<file path="src/rtl/jmp_pc_unit_if.sv">
// Bus between the decoder/ALU side and the jump / program-counter unit.
// The master side drives the decode and flag inputs; the slave side is the PC unit.
interface jmp_pc_unit_if #(
    parameter int unsigned ADDR_W = 15,
    parameter int unsigned CNT_W  = 16
);
    logic              en;
    logic              instr_valid;
    logic              is_c;
    logic [2:0]        jbits;
    logic              zr;
    logic              ng;
    logic [ADDR_W-1:0] target;
    logic              call;
    logic              ret;
    logic [ADDR_W-1:0] pc;
    logic              taken;
    logic              flush;
    logic [CNT_W-1:0]  taken_cnt;
    logic              ras_err;

    modport master (
        output en, instr_valid, is_c, jbits, zr, ng, target, call, ret,
        input  pc, taken, flush, taken_cnt, ras_err
    );

    modport slave (
        input  en, instr_valid, is_c, jbits, zr, ng, target, call, ret,
        output pc, taken, flush, taken_cnt, ras_err
    );
endinterface

</file>
<file path="src/rtl/jmp_pc_unit.sv">
// Hack jump decision and program counter with stall support, a saturating
// taken-jump counter and a fetch-flush pulse.
// Optional return-address stack enabled by defining JMP_PC_RAS_EN.
module jmp_pc_unit #(
    parameter int unsigned ADDR_W    = 15,
    parameter int unsigned RESET_VEC = 0,
    parameter int unsigned CNT_W     = 16,
    parameter int unsigned RAS_DEPTH = 4
) (
    input  logic         clk,
    input  logic         rst_n,
    jmp_pc_unit_if.slave bus
);
    localparam logic [ADDR_W-1:0] PcReset = ADDR_W'(RESET_VEC);

    logic [ADDR_W-1:0] pc_q, pc_d, pc_inc;
    logic              flush_q, flush_d;
    logic [CNT_W-1:0]  cnt_q, cnt_d;
    logic              advance, cond, jump, taken_int;

    assign advance = bus.en & bus.instr_valid;
    // jL on negative, jE on zero, jG on strictly positive; zr=ng=1 taken literally
    assign cond    = (bus.jbits[2] & bus.ng) | (bus.jbits[1] & bus.zr) |
                     (bus.jbits[0] & ~bus.zr & ~bus.ng);
    assign jump    = advance & bus.is_c & cond;
    assign pc_inc  = pc_q + ADDR_W'(1);

`ifdef JMP_PC_RAS_EN
    localparam int unsigned PtrW = $clog2(RAS_DEPTH);

    logic [ADDR_W-1:0] stack_q [RAS_DEPTH];
    logic [ADDR_W-1:0] stack_d [RAS_DEPTH];
    logic [PtrW:0]     sp_q, sp_d;
    logic              err_q, err_d;
    logic              ret_fire, pop_ok, pop_empty, push, ras_full;
    logic [PtrW-1:0]   top_idx;

    assign ret_fire  = advance & bus.ret;
    assign ras_full  = (sp_q == (PtrW+1)'(RAS_DEPTH));
    assign pop_ok    = ret_fire & (sp_q != '0);
    assign pop_empty = ret_fire & (sp_q == '0);
    // A return on the same cycle suppresses the jump (and therefore any call)
    assign taken_int = jump & ~bus.ret;
    assign push      = taken_int & bus.call;
    assign top_idx   = sp_q[PtrW-1:0] - PtrW'(1);

    // Stack next state: pop, underflow, push or dropped push on overflow
    always_comb begin
        stack_d = stack_q;
        sp_d    = sp_q;
        err_d   = err_q;
        if (pop_ok) begin
            sp_d = sp_q - (PtrW+1)'(1);
        end else if (pop_empty) begin
            err_d = 1'b1;
        end else if (push) begin
            if (ras_full) begin
                err_d = 1'b1;
            end else begin
                stack_d[sp_q[PtrW-1:0]] = pc_inc;
                sp_d                    = sp_q + (PtrW+1)'(1);
            end
        end
    end

    // PC and flush next state: return beats jump beats sequential advance
    always_comb begin
        pc_d = pc_q;
        if (pop_ok) begin
            pc_d = stack_q[top_idx];
        end else if (taken_int) begin
            pc_d = bus.target;
        end else if (advance) begin
            pc_d = pc_inc;
        end
        flush_d = taken_int | pop_ok;
    end

    // Stack state registers with synchronous reset to empty
    always_ff @(posedge clk) begin
        if (!rst_n) begin
            stack_q <= '{default: '0};
            sp_q    <= '0;
            err_q   <= 1'b0;
        end else begin
            stack_q <= stack_d;
            sp_q    <= sp_d;
            err_q   <= err_d;
        end
    end

    assign bus.ras_err = err_q;
`else
    logic unused_ras;

    assign unused_ras = bus.call ^ bus.ret;
    assign taken_int  = jump;

    // PC and flush next state: jump or sequential advance, hold on stall/bubble
    always_comb begin
        pc_d = pc_q;
        if (taken_int) begin
            pc_d = bus.target;
        end else if (advance) begin
            pc_d = pc_inc;
        end
        flush_d = taken_int;
    end

    assign bus.ras_err = 1'b0;
`endif

    // Taken-jump counter saturates at all-ones; returns are not counted
    always_comb begin
        cnt_d = cnt_q;
        if (taken_int && (cnt_q != '1)) begin
            cnt_d = cnt_q + CNT_W'(1);
        end
    end

    // Core state registers with synchronous active-low reset
    always_ff @(posedge clk) begin
        if (!rst_n) begin
            pc_q    <= PcReset;
            flush_q <= 1'b0;
            cnt_q   <= '0;
        end else begin
            pc_q    <= pc_d;
            flush_q <= flush_d;
            cnt_q   <= cnt_d;
        end
    end

    assign bus.pc        = pc_q;
    assign bus.taken     = taken_int;
    assign bus.flush     = flush_q;
    assign bus.taken_cnt = cnt_q;
endmodule

</file>
<file path="src/flat_wrapper.sv">
// flat-port wrapper written by rule: the top's interface ports become plain ports
module jmp_pc_unit_flat 
#(
    parameter int unsigned ADDR_W    = 15,
    parameter int unsigned RESET_VEC = 0,
    parameter int unsigned CNT_W     = 16,
    parameter int unsigned RAS_DEPTH = 4
)
  (clk, rst_n, bus_en, bus_instr_valid, bus_is_c, bus_jbits, bus_zr, bus_ng, bus_target, bus_call, bus_ret, bus_pc, bus_taken, bus_flush, bus_taken_cnt, bus_ras_err);
  jmp_pc_unit_if #(.ADDR_W(ADDR_W), .CNT_W(CNT_W)) bus_i ();
  input  logic clk;
  input  logic rst_n;
  input wire logic [$bits(bus_i.en)-1:0] bus_en;
  input wire logic [$bits(bus_i.instr_valid)-1:0] bus_instr_valid;
  input wire logic [$bits(bus_i.is_c)-1:0] bus_is_c;
  input wire logic [$bits(bus_i.jbits)-1:0] bus_jbits;
  input wire logic [$bits(bus_i.zr)-1:0] bus_zr;
  input wire logic [$bits(bus_i.ng)-1:0] bus_ng;
  input wire logic [$bits(bus_i.target)-1:0] bus_target;
  input wire logic [$bits(bus_i.call)-1:0] bus_call;
  input wire logic [$bits(bus_i.ret)-1:0] bus_ret;
  output wire logic [$bits(bus_i.pc)-1:0] bus_pc;
  output wire logic [$bits(bus_i.taken)-1:0] bus_taken;
  output wire logic [$bits(bus_i.flush)-1:0] bus_flush;
  output wire logic [$bits(bus_i.taken_cnt)-1:0] bus_taken_cnt;
  output wire logic [$bits(bus_i.ras_err)-1:0] bus_ras_err;
  assign bus_i.en = bus_en;
  assign bus_i.instr_valid = bus_instr_valid;
  assign bus_i.is_c = bus_is_c;
  assign bus_i.jbits = bus_jbits;
  assign bus_i.zr = bus_zr;
  assign bus_i.ng = bus_ng;
  assign bus_i.target = bus_target;
  assign bus_i.call = bus_call;
  assign bus_i.ret = bus_ret;
  assign bus_pc = bus_i.pc;
  assign bus_taken = bus_i.taken;
  assign bus_flush = bus_i.flush;
  assign bus_taken_cnt = bus_i.taken_cnt;
  assign bus_ras_err = bus_i.ras_err;
  jmp_pc_unit #(.ADDR_W(ADDR_W), .RESET_VEC(RESET_VEC), .CNT_W(CNT_W), .RAS_DEPTH(RAS_DEPTH)) u_core (.clk(clk), .rst_n(rst_n), .bus(bus_i));
endmodule
</file>
<file path="config.mk">
export PLATFORM = sky130hd
export DESIGN_NAME = jmp_pc_unit_flat
export DESIGN_NICKNAME = d
export VERILOG_FILES = /design/src/rtl/jmp_pc_unit_if.sv /design/src/rtl/jmp_pc_unit.sv /design/src/flat_wrapper.sv
export SDC_FILE = /design/constraint.sdc
export NUM_CORES = 1
export LEC_CHECK = 0
export ABC_AREA = 1
export CORE_AREA = 2 2 73 75
export DETAILED_ROUTE_END_ITERATION = 16
export DIE_AREA = 0 0 75 77
export GPL_ROUTABILITY_DRIVEN = 0
export PLACE_DENSITY = 0.82
export SYNTH_ARGS = -nofsm -noshare
export SYNTH_HDL_FRONTEND = slang
export SYNTH_SLANG_ARGS = --single-unit
</file>
<file path="constraint.sdc">
create_clock -name clk -period 1.97 [get_ports clk]
set_clock_uncertainty 0.05 [all_clocks]
set_input_delay 0.197 -clock clk [delete_from_list [all_inputs] [get_ports clk]]
set_output_delay 0.197 -clock clk [all_outputs]
set_load 0.01 [all_outputs]
</file>
==> flow_summary.toml <==
[logic_synthesis]
synth_most_common_cell = "nand2_1"
synth_xor_area_share_pct = 4.495
syn-num-nets = 373
synth_mux_area_share_pct = 0
synth_top_area_cell = "dfxtp_1"
synth_area_per_cell_um2 = 6.231
yosys-top-cells-area = "dfxtp_1, nand2_1, nand3_1"
ys_seq_area_share_pct = 29.89
synth_area_um2 = 2143
synth_top_family_by_area = "simple AND/OR/NAND/NOR gates"
synthSimpleGateAreaFrac_pct = 43.43
synth-seq-cells = 32
synth_top_area_share_pct = 29.89
synth_compound_area_share_pct = 10.39
synth_common_cells = "nand2_1, nand3_1, inv_1, nor2_1, dfxtp_1"
synth_cell_types = 31
synth-edff-count = 0
netlist_instances = 344
yosysWarnings = 0
synth_fa_ha_area_share_pct = 1.168
async_flop_share_pct = 0
synthFlopType = "dfxtp_1"

[power]
seqPwrFrac_pct = 48.0
cellPowerDensity_nw_per_um2 = 487.2
switchingPower_mw = 0.3676
total_power_mw = 1.403
internal_power_mw = 1.036
p_leak_nw = 1.091
combPwrFrac_pct = 13.9
p_clk_share_pct = 38.1
p_sw_share_pct = 26.20
vdd_drop_max_mv = 0.3306

[outcome]
outcome = "complete, no violations"

[routing]
viasPerCell = 5.025
routedWlPerCell_um = 11.83
firstDrtPassIters = 4
drt_iter0_markers = 185
vias = 2387
routed_wl_um = 5618
drc = 0
drt.antenna.violating_nets = 0

[timing]
slew_headroom_pct = 65.31
fmax_mhz = 548.5
setup_viol = 0
drv_slew = 0
rsz0062_at_grt = "false"
period_needed_ns = 1.823
tightest_slew_ns = 0.5195
period_share_pct = 92.55
finalHoldViolCount = 0
tns_ns = 0
worst_slack_ns = 0.1467

[final_layout]
multi_input_area_um2 = 1279
final_cell_count_no_fill = 475
antenna_cells = 0
fillers = 486
regArea_um2 = 640.6
drive_above_1_share_pct = 9.136
utilization_pct = 57.87
nNetsFinal = 433
area_delta_synth_final_pct = 34.38

[worst_setup_path]
crit_top_cell = "clkdlybuf4s50_1"
end_kind = "output pin"
cp_data_required_time_ns = 1.72
cpMaxStageDelayCell = "clkdlybuf4s50_1"
setup.worst_path.class = "primary input to output pin"
crit_arrival_ns = 1.58
max_stage_delay_ns = 0.53
path_delay_family = "buffers and inverters"
cp_cell_sequence = "clkdlybuf4s50_1 -> nor2_1 -> nand2_1 -> nand3_1 -> nand2_2 -> inv_2 -> clkdlybuf4s50_1"
start_kind = "primary input"
path_buf_inv = 3
cp_max_fo = 2

[die]
fp-row-count = 26
start_util_pct = 43.06
io_pins = 61
die-width_um = 75
fp.dieH_um = 77
coreArea_um2 = 4977
die-area_um2 = 5775

[worst_hold_path]
hold_class = "flip-flop to flip-flop"

[global_route]
grt_first_pass_wirelength_um = 9273
grtUsageTotal_pct = 20.04
first_global_vias = 2138
grt_overflow = 0
antenna_found_initial = 0
grt_max_degree = 26

[place]
dp_slack_ns = 0.1305
dp.cells = 467
post-dp-hpwl_um = 4091
portBuffers = 57

[clock_tree]
cts.sinks = 32
cts_buffers = 5
ctsResizeCount = 0
clkTransAtPathRegs_ns = 0.06
clk_latency_ns = 0.29
clockBufferDepth = 2
cts_hold_buf = 0
cts-root-buf = "clkbuf_8"
h-tree-depth = 2
post_cts_buffers = 0
cts_tree = "built"

[run]
drv_cap = 0
worst min-delay path, delay by kind of cell, from the launching register on:
kind             cells  cell delay, ns
AO/OA/AOI/OAI        1            0.05
flip-flops           1            0.33
AND/OR/NAND/NOR      1            0.07
path summary, 6_finish.rpt:
path                                              start  cells past startpoint  slack, ns                        to
worst max-delay path                             bus_ng                      7       0.15                 bus_taken
worst min-delay path                  u_core.bus.pc[14]                      2       0.45         u_core.bus.pc[14]
worst max register to register  u_core.bus.taken_cnt[0]                      9       0.26  u_core.bus.taken_cnt[14]
worst min register to register        u_core.bus.pc[14]                      2       0.45         u_core.bus.pc[14]
power by group through the flow:
stage               Combinational, mW  Sequential [mW]  Clock [mW]
floorplan                      0.0924            0.690           0
global placement                0.191            0.687           0
detailed placement              0.194            0.688           0
CTS                             0.195            0.673       0.546
global route                    0.215            0.675       0.570
finish                          0.195            0.673       0.535
placed cells by master (no fill, tap or decap):
master	netlist	routed
a21oi_2	6	6
nand3_4	1	1
nand2_1	105	105
nand2_4	1	1
inv_2	6	6
buf_4	1	7
nor2_1	33	33
o211ai_1	5	5
clkdlybuf4s50_1	0	57
o21ai_1	1	1
inv_1	36	36
clkinv_2	0	2
clkbuf_8	0	6
nand4_1	10	10
nand3b_1	3	3
nor3_2	1	1
nand3_1	46	46
conb_1	1	1
a21o_1	1	1
xnor2_1	7	7
xor2_1	4	4
ha_1	2	2
nor3_1	1	1
nor2_4	2	2
dfxtp_1	32	32
nor2_2	2	2
nand2_2	3	3
o21ai_0	5	5
a21oi_1	19	19
cell families after synthesis:
logic type | Yosys count
compound gates | 37
xor+xnor | 11
fa+ha+maj | 2
buf+inv | 53
flops | 32
other cells | 1
simple gates | 208
registers in the layout (all words and copies together), names as in the netlist:
register / cells
u_core.bus.flush: 1
u_core.bus.pc: 15
u_core.bus.taken_cnt: 16
routing by layer:
layer	vias up	share of wire, %	GRT usage [%]
li1	1223	-	-
met1	1061	44	25.46
met2	95	46	33.16
met3	8	8.3	4.336
met4	0	1.4	6.250
met5	-	0	0
per-stage QoR:
stage | hold WS, ns | instance area, µm²
6_report | 0.4518 | 2880
4_1_cts | 0.4528 | 2880
3_3_place_gp | 0.4371 | 2788
2_1_floorplan | 0.3509 | 2143
5_1_grt | 0.5009 | 2880
3_5_place_dp | 0.4429 | 2788
final cells by class:
type	count	area share [%]
Sequential cell	32	22.24
Clock inverter	2	0.3475
Timing Repair Buffer	64	21.63
Multi-Input combinational cell	259	44.40
Tap cell	70	3.041
Clock buffer	6	2.867
Inverter	42	5.473
Power figures use the tool's default switching activity.
==> patch 1, RTL diff (same settings) <==
Add a define of `JMP_PC_RAS_EN`.
--- a/src/rtl/jmp_pc_unit.sv
+++ b/src/rtl/jmp_pc_unit.sv
@@ -2,4 +2,6 @@
 // taken-jump counter and a fetch-flush pulse.
 // Optional return-address stack enabled by defining JMP_PC_RAS_EN.
+`define JMP_PC_RAS_EN
+
 module jmp_pc_unit #(
     parameter int unsigned ADDR_W    = 15,
Formal check against the unedited RTL: not equivalent (Yosys sat finds a counterexample within 4 cycles, from zero or initial values and one cycle with rst_n low).
==> patch 1 against the original RTL <==
The flow now stops in 3_1_place_gp_skip_io; area after synthesis grew to 2.5 times the old value.
==> patch 1: results (changes against the original RTL) <==
Mapped Area - 5460 µm² (was 2140 µm²)
asr flop ratio synth - 0% (unchanged)
status - did not finish (was complete, no violations)
Post-synth top cells - nand2_1 (270), nor2_1 (155), dfxtp_1 (96), inv_1 (76), nand3_1 (70) (was nand2_1 (105), nand3_1 (46), inv_1 (36), nor2_1 (33), dfxtp_1 (32))
cells after synthesis - 866 (was 344)
Area contributors post-synth - dfxtp_1 (35%), nand2_1 (19%), nor2_1 (11%) (was dfxtp_1 (30%), nand2_1 (18%), nand3_1 (11%))
flops & latches, synth - 96 (was 32)
Stop Error - [ERROR GPL-0301] Utilization 130.361 % exceeds 100%.
Yosys warning total - 0 (unchanged)
post-synthesis net count - 900 (was 373)
Stopped at - 3_1_place_gp_skip_io
post-synth cell types - 31 (unchanged)
register area share after synthesis - 35.2% (was 29.9%)
## patch 1: changes by cell type after synthesis, sizes merged, moves of 4 or more
cell	before	now
nor2	37	163
o211ai	5	0
clkbuf	5	10
buf	6	27
nand3b	3	9
inv	42	79
a21oi	25	46
nand2	109	275
o21bai	0	7
ha	2	6
nand3	47	72
o21ai	6	48
dfxtp	32	96
## patch 1: logic make-up after synthesis
logic type,synth area share [%]
AO/OA/AOI/OAI,9.65
XOR/XNOR,1.92
adder cells (fa/ha/maj),1.74
buffers and inverters,10.1
flip-flops,35.2
AND/OR/NAND/NOR,41.4
==> patch 2, RTL diff (same flow settings) <==
Made on the original files. `ADDR_W` is set to 15 in 3 places; all go to 16.
--- a/src/rtl/jmp_pc_unit_if.sv
+++ b/src/rtl/jmp_pc_unit_if.sv
@@ -2,5 +2,5 @@
 // The master side drives the decode and flag inputs; the slave side is the PC unit.
 interface jmp_pc_unit_if #(
-    parameter int unsigned ADDR_W = 15,
+    parameter int unsigned ADDR_W = 16,
     parameter int unsigned CNT_W  = 16
 );
--- a/src/rtl/jmp_pc_unit.sv
+++ b/src/rtl/jmp_pc_unit.sv
@@ -3,5 +3,5 @@
 // Optional return-address stack enabled by defining JMP_PC_RAS_EN.
 module jmp_pc_unit #(
-    parameter int unsigned ADDR_W    = 15,
+    parameter int unsigned ADDR_W    = 16,
     parameter int unsigned RESET_VEC = 0,
     parameter int unsigned CNT_W     = 16,
--- a/src/flat_wrapper.sv
+++ b/src/flat_wrapper.sv
@@ -2,5 +2,5 @@
 module jmp_pc_unit_flat 
 #(
-    parameter int unsigned ADDR_W    = 15,
+    parameter int unsigned ADDR_W    = 16,
     parameter int unsigned RESET_VEC = 0,
     parameter int unsigned CNT_W     = 16,
Interface: changed (resized bus_pc and bus_target); port bits go from 61 to 63. The function was not compared with the original's and may differ.
==> patch 2 against the original RTL <==
Cell area grew 2.6%; maximum frequency shrank 1.5%; first-iteration DRC count shrank 46%; global-route usage increased by 0.54 points; setup slack got worse by 27 ps; routed wire length fell by 1.6%; total power grew 1.7%; sequential cell count increased by 1; area after synthesis grew 1.5%; via count increased by 1.0%; highest routed layer unchanged; non-clock buffer count up 6.
==> patch 2: results (changes against the original RTL) <==
CP max FO - 9 (was 2)
Pre-antenna DRT Iters - 4 (unchanged)
Clock transition at path regs - 70 ps
vias in the first global route - 2276 (was 2138)
largest net degree at the start of global routing - 22 (was 26)
Avg Vias per Cell - 4.95 (was 5.03)
Worst IR Drop VDD - 0.000223 V (was 0.000331 V)
status - complete, no violations (unchanged)
Post-CTS Setup Repair Bufs - 0 (unchanged)
Area contributors post-synth - dfxtp_1 (30%), nand2_1 (19%), nor2_1 (7.2%) (was dfxtp_1 (30%), nand2_1 (18%), nand3_1 (11%))
first-pass GRT wire length - 9450 µm (was 9270 µm)
Worst Hold Class - in2reg (was reg2reg)
register area share after synthesis - 30.4% (was 29.9%)
I/O Buffers - 59 (was 57)
First DRT Iteration DRCs - 99 (was 185)
number of fill cells in the layout - 475 (was 486)
post-synthesis net count - 381 (was 373)
Post-synth top cells - nand2_1 (109), nor2_1 (42), inv_1 (40), dfxtp_1 (33), nand3_1 (30) (was nand2_1 (105), nand3_1 (46), inv_1 (36), nor2_1 (33), dfxtp_1 (32))
Nets - 447 (was 433)
non-filler instance count after layout - 487 (was 475)
share of cells above drive strength 1 - 8.87% (was 9.14%)
WL final - 5530 µm (was 5620 µm)
crit path DAT - 1600 ps (was 1580 ps)
Placed Cells - 480 (was 467)
P_leak - 1.17 nW (was 1.09 nW)
Rel. slew slack - 47.4% (was 65.3%)
Place WS - 104 ps (was 130 ps)
post-DP HPWL - 4170 µm (was 4090 µm)
Synth Area per Inst - 6.20 µm² (was 6.23 µm²)
patch 2: timing repair:
item / 4_1_cts / 5_1_grt
hold buffers: 0 / 0
resized for setup: 0 / 1
setup endpoints to repair: 0 / 3
patch 2: cells by family (layout without fill, tap and decap cells):
| group | Yosys count | after routing | share of synthesized area, % |
|---|---|---|---|
| compound gates | 48 | 48 | 12.9 |
| xor+xnor | 6 | 6 | 2.42 |
| fa+ha+maj | 2 | 2 | 1.15 |
| buf+inv | 54 | 120 | 10.6 |
| flops | 33 | 33 | 30.4 |
| other cells | 1 | 1 | 0.172 |
| simple gates | 207 | 207 | 42.3 |
patch 2: final timing paths:
| kind | endpoint | slack (ps) | cells after the start | start |
|---|---|---|---|---|
| max | bus_taken | 120 | 7 | bus_ng |
| min | u_core.bus.pc[0] | 430 | 3 | bus_target[0] |
| max reg2reg | u_core.bus.taken_cnt[1] | 200 | 9 | u_core.bus.taken_cnt[0] |
| min reg2reg | u_core.bus.taken_cnt[10] | 460 | 2 | u_core.bus.taken_cnt[10] |
patch 2: area by class of cell:
type	count	area share [%]
clock buffer	7	2.92
sequential	33	22.4
timing repair buffer	70	22.8
inverter	43	5.46
tap	70	2.96
multi-input combinational	264	43.5
patch 2: per-layer routing:
layer	share of wire (%)	vias up	GRT usage (%)
met2	49	82	34.3
met3	6.2	14	5.12
met1	43	1062	24.6
li1	-	1254	-
met4	2.0	0	8.39
met5	0	-	0
patch 2: power by group:
part	switching [mW]	internal (mW)	leakage (nW)
Sequential	0.0169	0.680	0.267
Combinational	0.0983	0.110	0.855
Clock	0.246	0.277	0.0443
Total	0.361	1.07	1.17
patch 2: worst register-to-register path, delay by kind of cell (launching register included):
family | cells | cell delay (ps)
AND/OR/NAND/NOR | 5 | 500
flip-flops | 1 | 400
buffers and inverters | 2 | 310
adder cells (fa/ha/maj) | 1 | 250
AO/OA/AOI/OAI | 1 | 160
patch 2: stage by stage:
stage	cell area, µm²	power, mW
3_3_place_gp	2870	0.916
2_1_floorplan	2170	0.815
6_report	2960	1.43
5_1_grt	2960	1.50
3_5_place_dp	2870	0.919
4_1_cts	2950	1.44
